===== src/rtl/gray_pkg.sv =====
// Shared helpers for the Gray-to-binary scheduler: converter function and ID width rule.
package gray_pkg;

    localparam int GRAY_MAX_W = 64;

    function automatic int id_width(input int n);
        return (n > 1) ? $clog2(n) : 1;
    endfunction

    // Prefix XOR from the MSB down; callers zero-extend narrower codes, which leaves the low bits exact.
    function automatic logic [GRAY_MAX_W-1:0] gray2bin(input logic [GRAY_MAX_W-1:0] g);
        logic [GRAY_MAX_W-1:0] b;
        b[GRAY_MAX_W-1] = g[GRAY_MAX_W-1];
        for (int k = GRAY_MAX_W - 2; k >= 0; k--) begin
            b[k] = b[k+1] ^ g[k];
        end
        return b;
    endfunction

endpackage


===== src/rtl/gray_conv_scheduler_gray2bin_comb.sv =====
// Purely combinational Gray-to-binary converter of configurable width (up to GRAY_MAX_W).
module gray2bin_comb
    import gray_pkg::*;
#(
    parameter int DATA_WIDTH = 16
) (
    input  logic [DATA_WIDTH-1:0] gray,
    output logic [DATA_WIDTH-1:0] bin
);

    assign bin = DATA_WIDTH'(gray2bin(GRAY_MAX_W'(gray)));

endmodule


===== src/rtl/gray_conv_scheduler.sv =====
// Round-robin scheduler sharing one Gray-to-binary converter among NUM_REQ requesters.
module gray_conv_scheduler
    import gray_pkg::*;
#(
    parameter  int DATA_WIDTH = 16,
    parameter  int NUM_REQ    = 4,
    localparam int ID_W       = id_width(NUM_REQ)
) (
    input  logic                          clk,
    input  logic                          reset,
    input  logic [NUM_REQ-1:0]            req_valid,
    input  logic [NUM_REQ*DATA_WIDTH-1:0] req_gray,
    output logic [NUM_REQ-1:0]            req_ready,
    output logic                          out_valid,
    input  logic                          out_ready,
    output logic [DATA_WIDTH-1:0]         out_bin,
    output logic [ID_W-1:0]               out_id
);

    logic [ID_W-1:0]       rr_ptr;
    logic [NUM_REQ-1:0]    rot_p0;
    logic                  found_p0;
    logic                  grant_p0;
    logic                  slot_free;
    int                    off_p0;
    int                    idx_int_p0;
    int                    nxt_int_p0;
    logic [ID_W-1:0]       gnt_idx_p0;
    logic [ID_W-1:0]       rr_nxt_p0;
    logic [DATA_WIDTH-1:0] gray_p0;
    logic [DATA_WIDTH-1:0] bin_p0;

    logic                  vld_p1;
    logic [DATA_WIDTH-1:0] bin_p1;
    logic [ID_W-1:0]       id_p1;

    assign slot_free = !vld_p1 || out_ready;

    // Stage p0: rotate valids by rr_ptr, take the lowest set bit, rotate the index back
    always_comb begin
        rot_p0     = NUM_REQ'({req_valid, req_valid} >> rr_ptr);
        found_p0   = 1'b0;
        off_p0     = 0;
        for (int i = 0; i < NUM_REQ; i++) begin
            if (!found_p0 && rot_p0[i]) begin
                found_p0 = 1'b1;
                off_p0   = i;
            end
        end
        idx_int_p0 = int'(rr_ptr) + off_p0;
        if (idx_int_p0 >= NUM_REQ) idx_int_p0 = idx_int_p0 - NUM_REQ;
        nxt_int_p0 = idx_int_p0 + 1;
        if (nxt_int_p0 >= NUM_REQ) nxt_int_p0 = 0;
        gnt_idx_p0 = ID_W'(idx_int_p0);
        rr_nxt_p0  = ID_W'(nxt_int_p0);
        grant_p0   = found_p0 && slot_free && !reset;
        req_ready  = '0;
        if (grant_p0) req_ready[idx_int_p0] = 1'b1;
        gray_p0    = req_gray[idx_int_p0*DATA_WIDTH +: DATA_WIDTH];
    end

    gray2bin_comb #(
        .DATA_WIDTH(DATA_WIDTH)
    ) u_conv (
        .gray(gray_p0),
        .bin (bin_p0)
    );

    // Stage p1: output register; a new grant replaces a retiring result without a bubble
    always_ff @(posedge clk) begin
        if (reset) begin
            vld_p1 <= 1'b0;
            bin_p1 <= '0;
            id_p1  <= '0;
            rr_ptr <= '0;
        end else if (grant_p0) begin
            vld_p1 <= 1'b1;
            bin_p1 <= bin_p0;
            id_p1  <= gnt_idx_p0;
            rr_ptr <= rr_nxt_p0;
        end else if (out_ready) begin
            vld_p1 <= 1'b0;
        end
    end

    assign out_valid = vld_p1;
    assign out_bin   = bin_p1;
    assign out_id    = id_p1;

endmodule

===== config.mk =====
export PLATFORM = sky130hd
export DESIGN_NAME = gray_conv_scheduler
export DESIGN_NICKNAME = d
export VERILOG_FILES = /design/src/rtl/gray_pkg.sv /design/src/rtl/gray_conv_scheduler_gray2bin_comb.sv /design/src/rtl/gray_conv_scheduler.sv
export SDC_FILE = /design/constraint.sdc
export NUM_CORES = 1
export LEC_CHECK = 0
export CAP_MARGIN = 20
export CELL_PAD_IN_SITES_DETAIL_PLACEMENT = 1
export CELL_PAD_IN_SITES_GLOBAL_PLACEMENT = 1
export CORE_MARGIN = 1.5
export CORE_UTILIZATION = 46
export DETAILED_ROUTE_END_ITERATION = 8
export DONT_BUFFER_PORTS = 1
export MAX_ROUTING_LAYER = met4
export PLACE_DENSITY_LB_ADDON = 0.1
export SYNTH_ARGS = -nofsm -noshare
export SYNTH_HDL_FRONTEND = slang
export SYNTH_SLANG_ARGS = --single-unit
export TNS_END_PERCENT = 30

===== constraint.sdc =====
create_clock -name clk -period 5.9 [get_ports clk]
set_clock_uncertainty 0.2 [all_clocks]
set_input_delay 1.18 -clock clk [delete_from_list [all_inputs] [get_ports clk]]
set_output_delay 1.18 -clock clk [all_outputs]
set_load 0.01 [all_outputs]

After elaboration in Yosys (flattened, before gate mapping)
Index checks and enable logic that the tools add are counted.
{"block": "totals", "regBits": 21}
{"block": "op_classes", "addsub": 3, "n_reduce_logical": 13, "n_bitwise": 15, "mux": 14, "n_shift": 2, "magnitude_cmp": 4}
{"op": "two-way mux 32 bit", "count": 3}
{"op": ">= comparator 32 x 4 -> 1 bit, second input constant", "count": 2}
{"op": "indexed part select 64 x 32 -> 16 bit", "count": 1}
{"op": "adder 3 x 32 -> 32 bit", "count": 1}
{"op": "adder 32 x 2 -> 32 bit, second input constant", "count": 1}
{"op": ">= comparator 32 x 1 -> 1 bit, second input constant", "count": 1}
{"op": "less-than comparator 32 x 4 -> 1 bit, second input constant", "count": 1}
{"op": "subtractor 32 x 4 -> 32 bit, second input constant", "count": 1}
{"op": "XOR 1 bit", "count": 15}
{"op": "two-way mux 1 bit", "count": 8}
{"op": "right shift 8 x 2 -> 4 bit", "count": 1}
{"op": "logical AND 1 bit", "count": 6}
{"op": "logical NOT 1 bit", "count": 5}
{"op": "two-way mux 4 bit", "count": 1}
{"op": "demux 1 bit (select 2 bit)", "count": 1}
{"op": "two-way mux 2 bit", "count": 1}
{"op": "nonzero test 2 bit", "count": 1}
{"op": "logical OR 1 bit", "count": 1}

Longest topological paths before layout
Gate-level depths: netlist (run 1).
{"block": "depth", "word_depth": 30, "depth_mapped": 15}

By module
Synthesis (run 1) repeated with hierarchy kept, for this count alone.
{"block": "unflattened", "hier_cells": 207, "area_unflattened_um2": 1913.1}
{"module": "gray_conv_scheduler", "seq_area_each_um2": 420.4, "area_each_um2": 1599.0, "cells_each": 179, "n_inst": 1}
{"module": "gray2bin_comb", "seq_area_each_um2": 0.0, "area_each_um2": 314.1, "cells_each": 28, "n_inst": 1}

Worst setup path after synthesis (run 1)
No wires, ideal clock.
{"block": "synth_path", "path_type": "input-to-output", "start": "input port req_valid[2]", "end": "output port req_ready[0]", "cell_stages": 10, "arrival_ps": 3327, "setup_slack_ps": 1193, "n_path_buf": 3, "path_cell_list": "clkbuf_1 -> or4_1 -> o211ai_1 -> ha_1 -> xnor2_1 -> xnor2_1 -> buf_4 -> clkbuf_1 -> ha_1 -> and2_1"}
{"block": "synth_between", "elab_chain_cells": 19, "word_cells_on_any_way": 26, "cone_classes": "2 x add/sub; 3 x order compare; 1 x shift; 11 x mux; 9 x reduce/logical"}
{"element": "start, declared", "line_no": "gray_conv_scheduler.sv:11", "text": "input logic [NUM_REQ-1:0] req_valid,"}
{"element": "right shift 8 x 2 -> 4 bit (*)", "line_no": "gray_conv_scheduler.sv:41", "text": "rot_p0 = NUM_REQ'({req_valid, req_valid} >> rr_ptr);"}
{"element": "two-way mux 1 bit", "line_no": "gray_conv_scheduler.sv:45", "text": "if (!found_p0 && rot_p0[i]) begin"}
{"element": "logical NOT 1 bit", "line_no": "gray_conv_scheduler.sv:45"}
{"element": "logical AND 1 bit", "line_no": "gray_conv_scheduler.sv:45"}
{"element": "two-way mux 1 bit", "line_no": "gray_conv_scheduler.sv:45"}
{"element": "logical NOT 1 bit", "line_no": "gray_conv_scheduler.sv:45"}
{"element": "logical AND 1 bit", "line_no": "gray_conv_scheduler.sv:45"}
{"element": "two-way mux 1 bit", "line_no": "gray_conv_scheduler.sv:45"}
{"element": "[... 3 more ...]"}
{"element": "adder 3 x 32 -> 32 bit", "line_no": "gray_conv_scheduler.sv:50", "text": "idx_int_p0 = int'(rr_ptr) + off_p0;"}
{"element": "subtractor 32 x 4 -> 32 bit / >= comparator 32 x 4 -> 1 bit (equally long branches)", "line_no": "gray_conv_scheduler.sv:51", "text": "if (idx_int_p0 >= NUM_REQ) idx_int_p0 = idx_int_p0 - NUM_REQ;"}
{"element": "two-way mux 32 bit", "line_no": "gray_conv_scheduler.sv:51"}
{"element": ">= comparator 32 x 1 -> 1 bit (implied by the code) / less-than comparator 32 x 4 -> 1 bit (equally long branches)", "line_no": "gray_conv_scheduler.sv:58", "text": "if (grant_p0) req_ready[idx_int_p0] = 1'b1;"}
{"element": "logical AND 1 bit (implied by the code)", "line_no": "gray_conv_scheduler.sv:58"}
{"element": "two-way mux 1 bit (implied by the code)", "line_no": "gray_conv_scheduler.sv:58"}
{"element": "demux 1 bit (select 2 bit)", "line_no": "gray_conv_scheduler.sv:58"}
{"element": "two-way mux 4 bit (*)", "line_no": "gray_conv_scheduler.sv:58"}
{"element": "end, declared", "line_no": "gray_conv_scheduler.sv:13", "text": "output logic [NUM_REQ-1:0] req_ready,"}
Every way passes the cells marked *; elsewhere a longest branch is shown, timed or not.

==> results of run 1 <==
==> synthesized netlist by cell type, drive strengths merged <==
library cell | n | area [um^2]
xnor3 | 5 | 114
a21oi | 4 | 20.0
or4 | 1 | 7.51
xor2 | 10 | 95.1
buf | 5 | 27.5
or3 | 1 | 6.26
o311a | 1 | 10.0
mux2i | 9 | 128
o32ai | 2 | 17.5
nand2b | 2 | 12.5
clkbuf | 9 | 33.8
mux4 | 10 | 225
nor3 | 2 | 10.0
inv | 4 | 15.0
nor2 | 12 | 45.0
ha | 5 | 62.6
a211oi | 2 | 15.0
nor4 | 1 | 6.26
nand2 | 17 | 63.8
a311oi | 1 | 8.76
a32oi | 1 | 8.76
o211ai | 2 | 15.0
and2 | 4 | 25.0
nand3b | 17 | 128
nor2b | 2 | 12.5
nand3 | 1 | 5.00
xnor2 | 28 | 268
o21ai | 18 | 90.1
dfxtp | 21 | 420
==> final cells by class <==
cell class	count	area (um^2)	area share, %
Multi-Input combinational cell	158	1410	71.5
Sequential cell	21	420	21.4
Tap cell	50	62.6	3.18
Clock buffer	3	41.3	2.10
Timing Repair Buffer	2	15.0	0.764
Inverter	4	15.0	0.764
Clock inverter	1	5.00	0.255
==> sequential cells by signal, indices dropped and copies added (netlist names) <==
register and cells:
out_id 2, out_bin 16, out_valid 1, rr_ptr 2
==> layer usage <==
metal,share of wire (%),vias up
met2,52,58
li1,-,676
met3,7.9,4
met1,39,674
met5,0,-
met4,1.0,0
==> critical path, delay by kind of cell <==
kind | cells | cell delay (ns)
xor gates and xnor gates | 5 | 1.40
adders and majority gates | 1 | 0.67
muxes | 2 | 0.47
buffers and inverters | 2 | 0.46
AOI/OAI and AO/OA | 3 | 0.46
and+or+nand+nor | 1 | 0.05
==> power by group through the flow <==
stage                     Sequential, W  Clock [W]  Combinational (W)
after global routing           0.000261   0.000104           0.000781
final                          0.000254  0.0000944           0.000710
after global placement         0.000256          0           0.000688
after CTS                      0.000256  0.0000981           0.000724
after floorplan                0.000243          0           0.000629
after detailed placement       0.000259          0           0.000721
==> path summary, 6_finish.rpt <==
kind | slack [ns] | end | start
setup reg to reg | 1.46 | out_bin[1] | rr_ptr[0]
hold / removal | 0.33 | out_bin[8] | out_bin[8]
hold reg to reg | 0.33 | out_bin[8] | out_bin[8]
setup / recovery | 1.10 | out_bin[1] | req_valid[1]
==> logic make-up (layout without fill, tap and decap cells) <==
logic type	Yosys count	count (layout)	synth area share, %
compound gates	31	31	9.77
xor+xnor	43	43	25.1
fa+ha+maj	5	5	3.30
mux	19	19	18.6
flops	21	21	22.2
buf+inv	18	10	4.03
simple gates	60	60	17.0
==> through the flow <==
step	power (W)	utilization (%)	cells
CTS	0.00108	49.5	239
finish	0.00106	49.5	239
detailed placement	0.000980	48.3	235
global placement	0.000944	48.3	235
global route	0.00115	49.5	239
floorplan	0.000872	-	197
==> metrics.log, run 1 <==
INFO  metric timing.final.crit_period = ~4.8 ns
INFO  metric synth_sequential_area_ratio = between 20 and 25%
INFO  metric drive_gt1_share = between 10 and 15%
INFO  metric worstPathCellList = inv_1 > nor3_1 > a311oi_1 > o211ai_1 > ha_1 > inv_2 > mux2i_4 > xnor2_2 > xnor2_2 > xnor2_1 > mux2i_4 > xnor3_2 > xnor2_1 > o21ai_1
INFO  metric fin_worst_setup_slack = 1.10 ns
INFO  metric route.detailed.wl_per_inst = between 15 and 20 um
INFO  metric p_comb_share = about two thirds
INFO  metric antenna_found_initial = 0
INFO  metric gr-usage-met1 = about 22%
INFO  metric grt.busiest_layer = met2
INFO  metric switching_power = 0.000454 W
INFO  metric initial_utilization = between 40 and 50%
INFO  metric num-nets-final = about 270
INFO  metric drv_slew = 0
INFO  metric gr-usage-met3 = around 4.0%
INFO  metric grt_start_max_net_pins = 31
INFO  metric floorplan.die_area = around 0.0045 mm^2
INFO  metric insertedDiodeCount = 0
INFO  metric setup.worst_path.start_class = primary input
INFO  metric finalWeightedCongestion = between 0.6 and 0.7
INFO  metric cts.hold.buffers_added = 0
INFO  metric drtAntennaViolNets = 0
INFO  metric timing.final.setup_violations = 0
INFO  metric mostFrequentLayoutCells = sky130_fd_sc_hd__xnor2_1 (24), sky130_fd_sc_hd__dfxtp_1 (21), sky130_fd_sc_hd__nand2_1 (17), sky130_fd_sc_hd__nand3b_1 (17), sky130_fd_sc_hd__nor2_1 (12)
INFO  metric ys_warn_count = 0
INFO  metric power.density_cell_area = 539 mW/mm^2
INFO  metric global_route_wire_length_before_repair = 6.52 mm
INFO  metric core-area = just under 0.004 mm^2
INFO  metric critical_path_arrival = 4.71 ns
INFO  metric root_buffer = sky130_fd_sc_hd__clkbuf_8
INFO  metric worst_ir_drop_vdd = ~190 uV
INFO  metric worst_reg2reg_path_length_in_cells = 13
INFO  metric cts_inserted_buffers = 3
INFO  metric post-dp-hpwl = 3.36 mm
INFO  metric synth_seq_cells = 21
INFO  metric fin_tns_setup = 0 ns
INFO  metric internal_power = between 0.0006 and 0.0007 W
INFO  metric clock_input_transition_at_the_sequential_cells_of_the_worst_setup_and_hold_paths = ~0.080 ns
INFO  metric h-tree-depth = 1
INFO  metric netlist-cell-type-count = 36
INFO  metric post_synth_inst_count = 197
INFO  metric dp_slack = about 0.76 ns
INFO  metric num-fill-cells = between 400 and 500
INFO  metric drt_pass1_iterations = 4
INFO  metric portBuffers = 0
INFO  metric cp.required = between 5 and 6 ns
INFO  metric worst-path-max-fanout = 17
INFO  metric worstHoldPathType = flop to flop
INFO  metric drt-vias-per-instance = roughly 6
INFO  metric number_of_instances_on_the_worst_hold_path = 2
INFO  metric result_of_the_run = finished, final reports clean
INFO  metric tightestPinTransition = between 0.9 and 1 ns
INFO  metric timing_worst_setup_path_type = primary input to flop
INFO  metric cts_tree = done
INFO  metric syn-mean-instance-area = between 9 and 10 um^2
INFO  metric die_w = roughly 67 um
INFO  metric end_kind = flop
INFO  metric cts.path.max_buffers = 2
INFO  metric power.share.clock = 8.9%
INFO  metric synth_net_count = 273
INFO  metric final_area = 0.00197 mm^2
INFO  metric final_min_period_over_clock_period = 81.4%
INFO  metric die-height = between 60 and 70 um
INFO  metric post_cts_resized = 0
INFO  metric route.vias.total = roughly 1400
INFO  metric timing.max_slew.rel_slack = between 30% and 40%
INFO  metric grt_overflow = 0
INFO  metric switching_share = between 40% and 50%
INFO  metric drt-initial-drc-count = 53
INFO  metric post_cts.repair.setup_buffers = 0
INFO  metric achievable-frequency = 208 MHz
INFO  metric critical-path-slowest-cell = sky130_fd_sc_hd__ha_1
INFO  metric flop_pwr_share = 24.0%
INFO  metric floorplan.rows = 23
INFO  metric total_drc_errors_in_the_routed_layout = 0
INFO  metric pin_count = 94
INFO  metric cts_sinks = 21
INFO  metric place_area = 0.00192 mm^2
INFO  metric grt_pass1_vias = about 1400
INFO  metric routed_wirelength = between 4 and 5 mm
INFO  metric cap_violations = 0
INFO  metric report.final.hold_viol_count = 0
INFO  metric use_met2 = a little over a third
INFO  metric slowest_delay = 0.67 ns
INFO  metric hold-worst-slack = 0.328 ns
INFO  metric worst_skew_pair.late_latency = between 0.2 and 0.3 ns
INFO  metric grt_setup_unrepaired = no
INFO  metric layout_commonest_cell = sky130_fd_sc_hd__xnor2_1
INFO  metric grt_util_all_layers = about 20%
INFO  metric leakagePower = 0.761 nW
INFO  metric synth_area = 0.00190 mm^2
INFO  metric area_delta_synth_final = 3.70%
No activity file was read; power rests on OpenSTA's default activity.
==> inputs of run 2 (changes only) <==
--- a/config.mk
+++ b/config.mk
@@ -9,7 +9,7 @@
 export CELL_PAD_IN_SITES_DETAIL_PLACEMENT = 1
 export CELL_PAD_IN_SITES_GLOBAL_PLACEMENT = 1
 export CORE_MARGIN = 1.5
-export CORE_UTILIZATION = 46
+export CORE_UTILIZATION = 41
 export DETAILED_ROUTE_END_ITERATION = 8
 export DONT_BUFFER_PORTS = 1
 export MAX_ROUTING_LAYER = met4
==> constraint.sdc (replaced) <==
create_clock -name clk -period 4.14 [get_ports clk]
set_clock_uncertainty 0.2 [all_clocks]
set_input_delay 0.828 -clock clk [delete_from_list [all_inputs] [get_ports clk]]
set_output_delay 0.828 -clock clk [all_outputs]
set_load 0.01 [all_outputs]
==> metrics.log, run 2 (synthesized netlist as in run 1, its figures left out) <==
INFO  metric result_of_the_run = finished, final reports clean
INFO  metric cts.path.max_buffers = 2
INFO  metric worst_reg2reg_path_length_in_cells = 14
INFO  metric floorplan.rows = 24
INFO  metric worstPathCellList = or4_1 > o211ai_1 > ha_1 > xnor2_1 > xnor2_4 > buf_4 > ha_1 > and2_1
INFO  metric finalWeightedCongestion = roughly 0.76
INFO  metric worst_path_dominant_cell_family = simple AND/OR/NAND/NOR gates
INFO  metric drt_pass1_iterations = 4
INFO  metric drtAntennaViolNets = 0
INFO  metric route.detailed.wl_per_inst = roughly 18 um
INFO  metric worst_ir_drop_vdd = 295 uV
INFO  metric initial_utilization = 42.9%
INFO  metric timing.final.crit_period = roughly 3.8 ns
INFO  metric rr_endpoint = out_bin[1]
INFO  metric grt_pass1_vias = ~1500
INFO  metric num-nets-final = 270
INFO  metric cap_violations = 0
INFO  metric portBuffers = 0
INFO  metric post-dp-hpwl = between 3 and 4 mm
INFO  metric grt_overflow = 0
INFO  metric total_drc_errors_in_the_routed_layout = 0
INFO  metric core-area = 0.00441 mm^2
INFO  metric report.final.hold_viol_count = 0
INFO  metric root_buffer = sky130_fd_sc_hd__clkbuf_8
INFO  metric number_of_instances_on_the_worst_hold_path = 2
INFO  metric number_of_flip_flops_in_the_largest_register = 16
INFO  metric slowest_delay = roughly 0.5 ns
INFO  metric cts_sinks = 21
INFO  metric routed_wirelength = 4.46 mm
INFO  metric drive_gt1_share = roughly 16%
INFO  metric power = roughly 0.0016 W
INFO  metric end_kind = output port
INFO  metric area_delta_synth_final = 7.72%
INFO  metric final_min_period_over_clock_period = around 92%
INFO  metric mostFrequentLayoutCells = sky130_fd_sc_hd__xnor2_1 (23), sky130_fd_sc_hd__dfxtp_1 (20), sky130_fd_sc_hd__nand2_1 (17), sky130_fd_sc_hd__nand3b_1 (17), sky130_fd_sc_hd__nor2_1 (12)
INFO  metric path_depth = 8
INFO  metric critical-path-slowest-cell = sky130_fd_sc_hd__or4_1
INFO  metric grt_setup_unrepaired = no
INFO  metric achievable-frequency = between 200 and 300 MHz
INFO  metric worstHoldPathType = flop to flop
INFO  metric num-fill-cells = about 520
INFO  metric cts_tree = done
INFO  metric critical_path.reg2reg.startpoint = rr_ptr[0]
INFO  metric leakagePower = 0.795 nW
INFO  metric antenna_found_initial = 0
INFO  metric route.vias.total = 1433
INFO  metric global_route_wire_length_before_repair = between 7 and 8 mm
INFO  metric cpMostUsedCell = sky130_fd_sc_hd__ha_1
INFO  metric reg2reg_setup_slack = 0.49 ns
INFO  metric timing.final.setup_violations = 0
INFO  metric cp.required = between 3 and 4 ns
INFO  metric timing.max_slew.rel_slack = a little over a third
INFO  metric grt_util_all_layers = about 18%
INFO  metric layout_commonest_cell = sky130_fd_sc_hd__xnor2_1
INFO  metric die-height = roughly 70 um
INFO  metric drt-vias-per-instance = ~6
INFO  metric grt_start_max_net_pins = 31
INFO  metric timing_worst_setup_path_type = primary input to output port
INFO  metric worstHoldStart = out_id[0]
INFO  metric drv_slew = 0
INFO  metric power.density_cell_area = roughly 760 mW/mm^2
INFO  metric worst_skew_pair.late_latency = between 0.2 and 0.3 ns
INFO  metric critical_path_arrival = about 2.8 ns
INFO  metric die_w = roughly 71 um
INFO  metric cts.hold.buffers_added = 0
INFO  metric insertedDiodeCount = 0
INFO  metric pin_count = 94
INFO  metric fin_tns_setup = 0 ns
INFO  metric floorplan.die_area = between 0.005 and 0.006 mm^2
INFO  metric cts_inserted_buffers = 3
INFO  metric worst-path-buf-inv = 1
INFO  metric worst-path-max-fanout = 13
INFO  metric tightestPinTransition = just under 1 ns
INFO  metric clock_input_transition_at_the_sequential_cells_of_the_worst_setup_and_hold_paths = ~0.080 ns
INFO  metric setup.worst_path.start_class = primary input
INFO  metric drt-initial-drc-count = 54
INFO  metric h-tree-depth = 1
INFO  metric worst_hold_path.endpoint = out_id[0]
## run 2: cell count changes in the layout (fill, tap and decap cells not counted)
cell | before | now
sky130_fd_sc_hd__buf_12 | 0 | 2
sky130_fd_sc_hd__buf_4 | 2 | 4
sky130_fd_sc_hd__clkbuf_1 | 0 | 1
sky130_fd_sc_hd__clkinv_2 | 1 | 0
sky130_fd_sc_hd__dfxtp_1 | 21 | 20
sky130_fd_sc_hd__dfxtp_2 | 0 | 1
sky130_fd_sc_hd__xnor2_1 | 24 | 23
sky130_fd_sc_hd__xnor2_4 | 0 | 1
## run 2: final cells by class
class                   instances  area (um^2)  share of cell area [%]
multi-input cells             158         1430                    69.8
repair buffers                  6         70.1                    3.43
well taps                      52         65.1                    3.19
inverters                       4         15.0                   0.735
clock buffers                   4         45.0                    2.21
flip-flops and latches         21          422                    20.6
## run 2: timing repair
action,in CTS,in global routing
setup buffers,0,0
endpoints found under the setup margin,0,5
resized for setup,0,3
## run 2: worst max-delay path by stage
stage,from,to,slack [ns]
after global placement,req_valid[2],out_bin[2],0.15
final,req_valid[2],req_ready[0],0.32
after floorplan,req_valid[2],out_bin[1],0.02
after detailed placement,req_valid[2],out_bin[1],0.05
after global routing,req_valid[1],out_bin[3],0.03
after CTS,req_valid[2],req_ready[2],0.11
## run 2: where the power goes
part | leakage [nW] | total (W) | internal, W | switching [W]
Sequential | 0.175 | 0.000359 | 0.000279 | 0.0000801
Combinational | 0.597 | 0.00106 | 0.000565 | 0.000496
Clock | 0.0228 | 0.000133 | 0.0000685 | 0.0000647
## run 2: stage by stage
stage / hold slack, ns / cells / instance area [um^2] / utilization [%] / setup WS (ns)
after global placement: 0.290 / 241 / 1980 / 44.8 / 0.149
final: 0.311 / 245 / 2040 / 46.3 / 0.325
after CTS: 0.322 / 245 / 2020 / 45.8 / 0.106
after detailed placement: 0.311 / 241 / 1980 / 44.8 / 0.0533
after floorplan: 0.281 / 197 / 1900 / - / 0.0215
after global routing: 0.342 / 245 / 2040 / 46.3 / 0.0266
## run 2: worst register-to-register path: cells and delay by family, from the launching register on
kind | cells | cell delay [ns]
compound gates | 3 | 0.47
flops | 1 | 0.45
buf+inv | 1 | 0.17
fa+ha+maj | 1 | 0.41
xor+xnor | 6 | 1.24
simple gates | 1 | 0.09
mux | 2 | 0.47
## run 2: per-layer routing
layer | track usage [%] | wire length [um] | share of wire [%]
met5 | - | 0 | 0
met1 | 21.6 | 1810 | 40
met2 | 32.8 | 2420 | 54
met4 | 5.24 | 29 | 0.65
met3 | 2.42 | 209 | 4.7
==> inputs of run 3 (changes only) <==
--- a/config.mk
+++ b/config.mk
@@ -14,6 +14,7 @@
 export DONT_BUFFER_PORTS = 1
 export MAX_ROUTING_LAYER = met4
 export PLACE_DENSITY_LB_ADDON = 0.1
+export RECOVER_POWER = 100
 export SYNTH_ARGS = -nofsm -noshare
 export SYNTH_HDL_FRONTEND = slang
 export SYNTH_SLANG_ARGS = --single-unit
==> metrics.log, run 3 (synthesized netlist as in run 1, its figures left out) <==
INFO  metric report.final.hold_viol_count = 0
INFO  metric critical_path.reg2reg.startpoint = rr_ptr[0]
INFO  metric route.vias.total = ~1400
INFO  metric cp.required = 3.11 ns
INFO  metric drt-initial-drc-count = 69
INFO  metric floorplan.rows = 24
INFO  metric drtAntennaViolNets = 0
INFO  metric initial_utilization = a little over two fifths
INFO  metric multiInputGateArea = ~0.0014 mm^2
INFO  metric grt_setup_unrepaired = no
INFO  metric end_kind = output port
INFO  metric route.detailed.wl_per_inst = approximately 18 um
INFO  metric clock_input_transition_at_the_sequential_cells_of_the_worst_setup_and_hold_paths = roughly 0.080 ns
INFO  metric cts_inserted_buffers = 3
INFO  metric cts_sinks = 21
INFO  metric grt_start_max_net_pins = 31
INFO  metric worst_skew_pair.late_latency = 0.26 ns
INFO  metric pin_count = 94
INFO  metric critical_path_arrival = ~2.8 ns
INFO  metric floorplan.die_area = between 0.005 and 0.006 mm^2
INFO  metric fin_tns_setup = 0 ns
INFO  metric drive_gt1_share = roughly 15%
INFO  metric result_of_the_run = finished, final reports clean
INFO  metric register_area = ~420 um^2
INFO  metric post-place-cells = approximately 240
INFO  metric cts_tree = done
INFO  metric die-height = a little over 70 um
INFO  metric crit_start = req_valid[2]
INFO  metric core-area = between 0.004 and 0.005 mm^2
INFO  metric antenna_found_initial = 0
INFO  metric critical-path-slowest-cell = sky130_fd_sc_hd__or4_1
INFO  metric number_of_flip_flops_in_the_largest_register = 16
INFO  metric worstPathCellList = or4_1 > o211ai_1 > ha_1 > xnor2_1 > xnor2_4 > buf_4 > ha_1 > and2_0
INFO  metric cts.path.max_buffers = 2
INFO  metric die_w = between 70 and 80 um
INFO  metric final_min_period_over_clock_period = 93.1%
INFO  metric timing.final.setup_violations = 0
INFO  metric finalWeightedCongestion = roughly 0.76
INFO  metric tightestPinTransition = 0.938 ns
INFO  metric routed_wirelength = 4.48 mm
INFO  metric timing.final.crit_period = approximately 3.9 ns
INFO  metric cpMostUsedCell = sky130_fd_sc_hd__ha_1
INFO  metric area_delta_synth_final = 6.47%
INFO  metric insertedDiodeCount = 0
INFO  metric grt_util_all_layers = a little under a fifth
INFO  metric finish.cell_count_without_fillers = 245
INFO  metric drt_pass1_iterations = 4
INFO  metric timing.max_slew.rel_slack = a little under two fifths
INFO  metric cap_violations = 0
INFO  metric achievable-frequency = about 260 MHz
INFO  metric h-tree-depth = 1
INFO  metric root_buffer = sky130_fd_sc_hd__clkbuf_8
INFO  metric power.density_cell_area = roughly 750 mW/mm^2
INFO  metric drv_slew = 0
INFO  metric worst-path-max-fanout = 13
INFO  metric worstHoldPathType = flop to flop
INFO  metric leakagePower = between 0.7 and 0.8 nW
INFO  metric num-nets-final = 270
INFO  metric worstHoldStart = out_id[0]
INFO  metric drt-vias-per-instance = 5.82
INFO  metric total_drc_errors_in_the_routed_layout = 0
INFO  metric layout_commonest_cell = sky130_fd_sc_hd__xnor2_1
INFO  metric worst_ir_drop_vdd = just under 300 uV
INFO  metric slowest_delay = ~0.5 ns
INFO  metric global_route_wire_length_before_repair = 7.28 mm
INFO  metric mostFrequentLayoutCells = sky130_fd_sc_hd__xnor2_1 (24), sky130_fd_sc_hd__dfxtp_1 (20), sky130_fd_sc_hd__nand2_1 (17), sky130_fd_sc_hd__nand3b_1 (17), sky130_fd_sc_hd__nor2_1 (12)
INFO  metric num-fill-cells = 517
INFO  metric grt_pass1_vias = approximately 1500
INFO  metric timing_worst_setup_path_type = primary input to output port
INFO  metric portBuffers = 0
INFO  metric setup.worst_path.start_class = primary input
INFO  metric grt_overflow = 0
INFO  metric post-dp-hpwl = 3.64 mm
[run 3: layout make-up]
type                    instances  share of cell area, %
clock buffers                   4                   2.23
inverters                       4                  0.744
multi-input cells             158                   69.6
flip-flops and latches         21                   20.9
well taps                      52                   3.22
repair buffers                  6                   3.29
[run 3: final timing paths]
kind	end	slack [ns]	cells past startpoint
max reg2reg	out_bin[1]	0.49	14
min reg2reg	out_id[0]	0.31	2
max	req_ready[0]	0.28	8
min	out_id[0]	0.31	2
[run 3: metal layers]
layer | GRT usage, % | routed length, um
met3 | 2.42 | 207
met1 | 21.6 | 1810
met4 | 5.24 | 73
met5 | - | 0
met2 | 32.8 | 2390
[run 3: through the flow]
stage | setup WS, ns | instance area [um^2] | power, W | utilization (%) | hold WS [ns]
2_1_floorplan | 0.0215 | 1900 | 0.00124 | - | 0.281
3_3_place_gp | 0.149 | 1980 | 0.00140 | 44.8 | 0.290
3_5_place_dp | 0.0533 | 1980 | 0.00143 | 44.8 | 0.311
4_1_cts | 0.106 | 2020 | 0.00157 | 45.8 | 0.322
5_1_grt | 0.0277 | 2020 | 0.00165 | 45.7 | 0.342
6_report | 0.284 | 2020 | 0.00151 | 45.7 | 0.312
[run 3: worst max-delay path, delay by kind of cell]
family | cells | cell delay (ns)
compound gates | 1 | 0.11
fa+ha+maj | 2 | 0.35
xor+xnor | 2 | 0.53
simple gates | 2 | 0.73
buf+inv | 1 | 0.28
[run 3: power by group]
group	switching, W	total (W)	leakage [nW]	internal (W)
clock	0.0000646	0.000133	0.0228	0.0000685
sequential	0.0000806	0.000359	0.175	0.000279
combinational	0.000483	0.00102	0.585	0.000538
[run 3: what timing repair did]
| action | CTS | global route |
|---|---|---|
| setup endpoints to repair | 0 | 5 |
| buffers inserted | 0 | 0 |
| resized for setup | 0 | 3 |
| hold buffers | 0 | 0 |
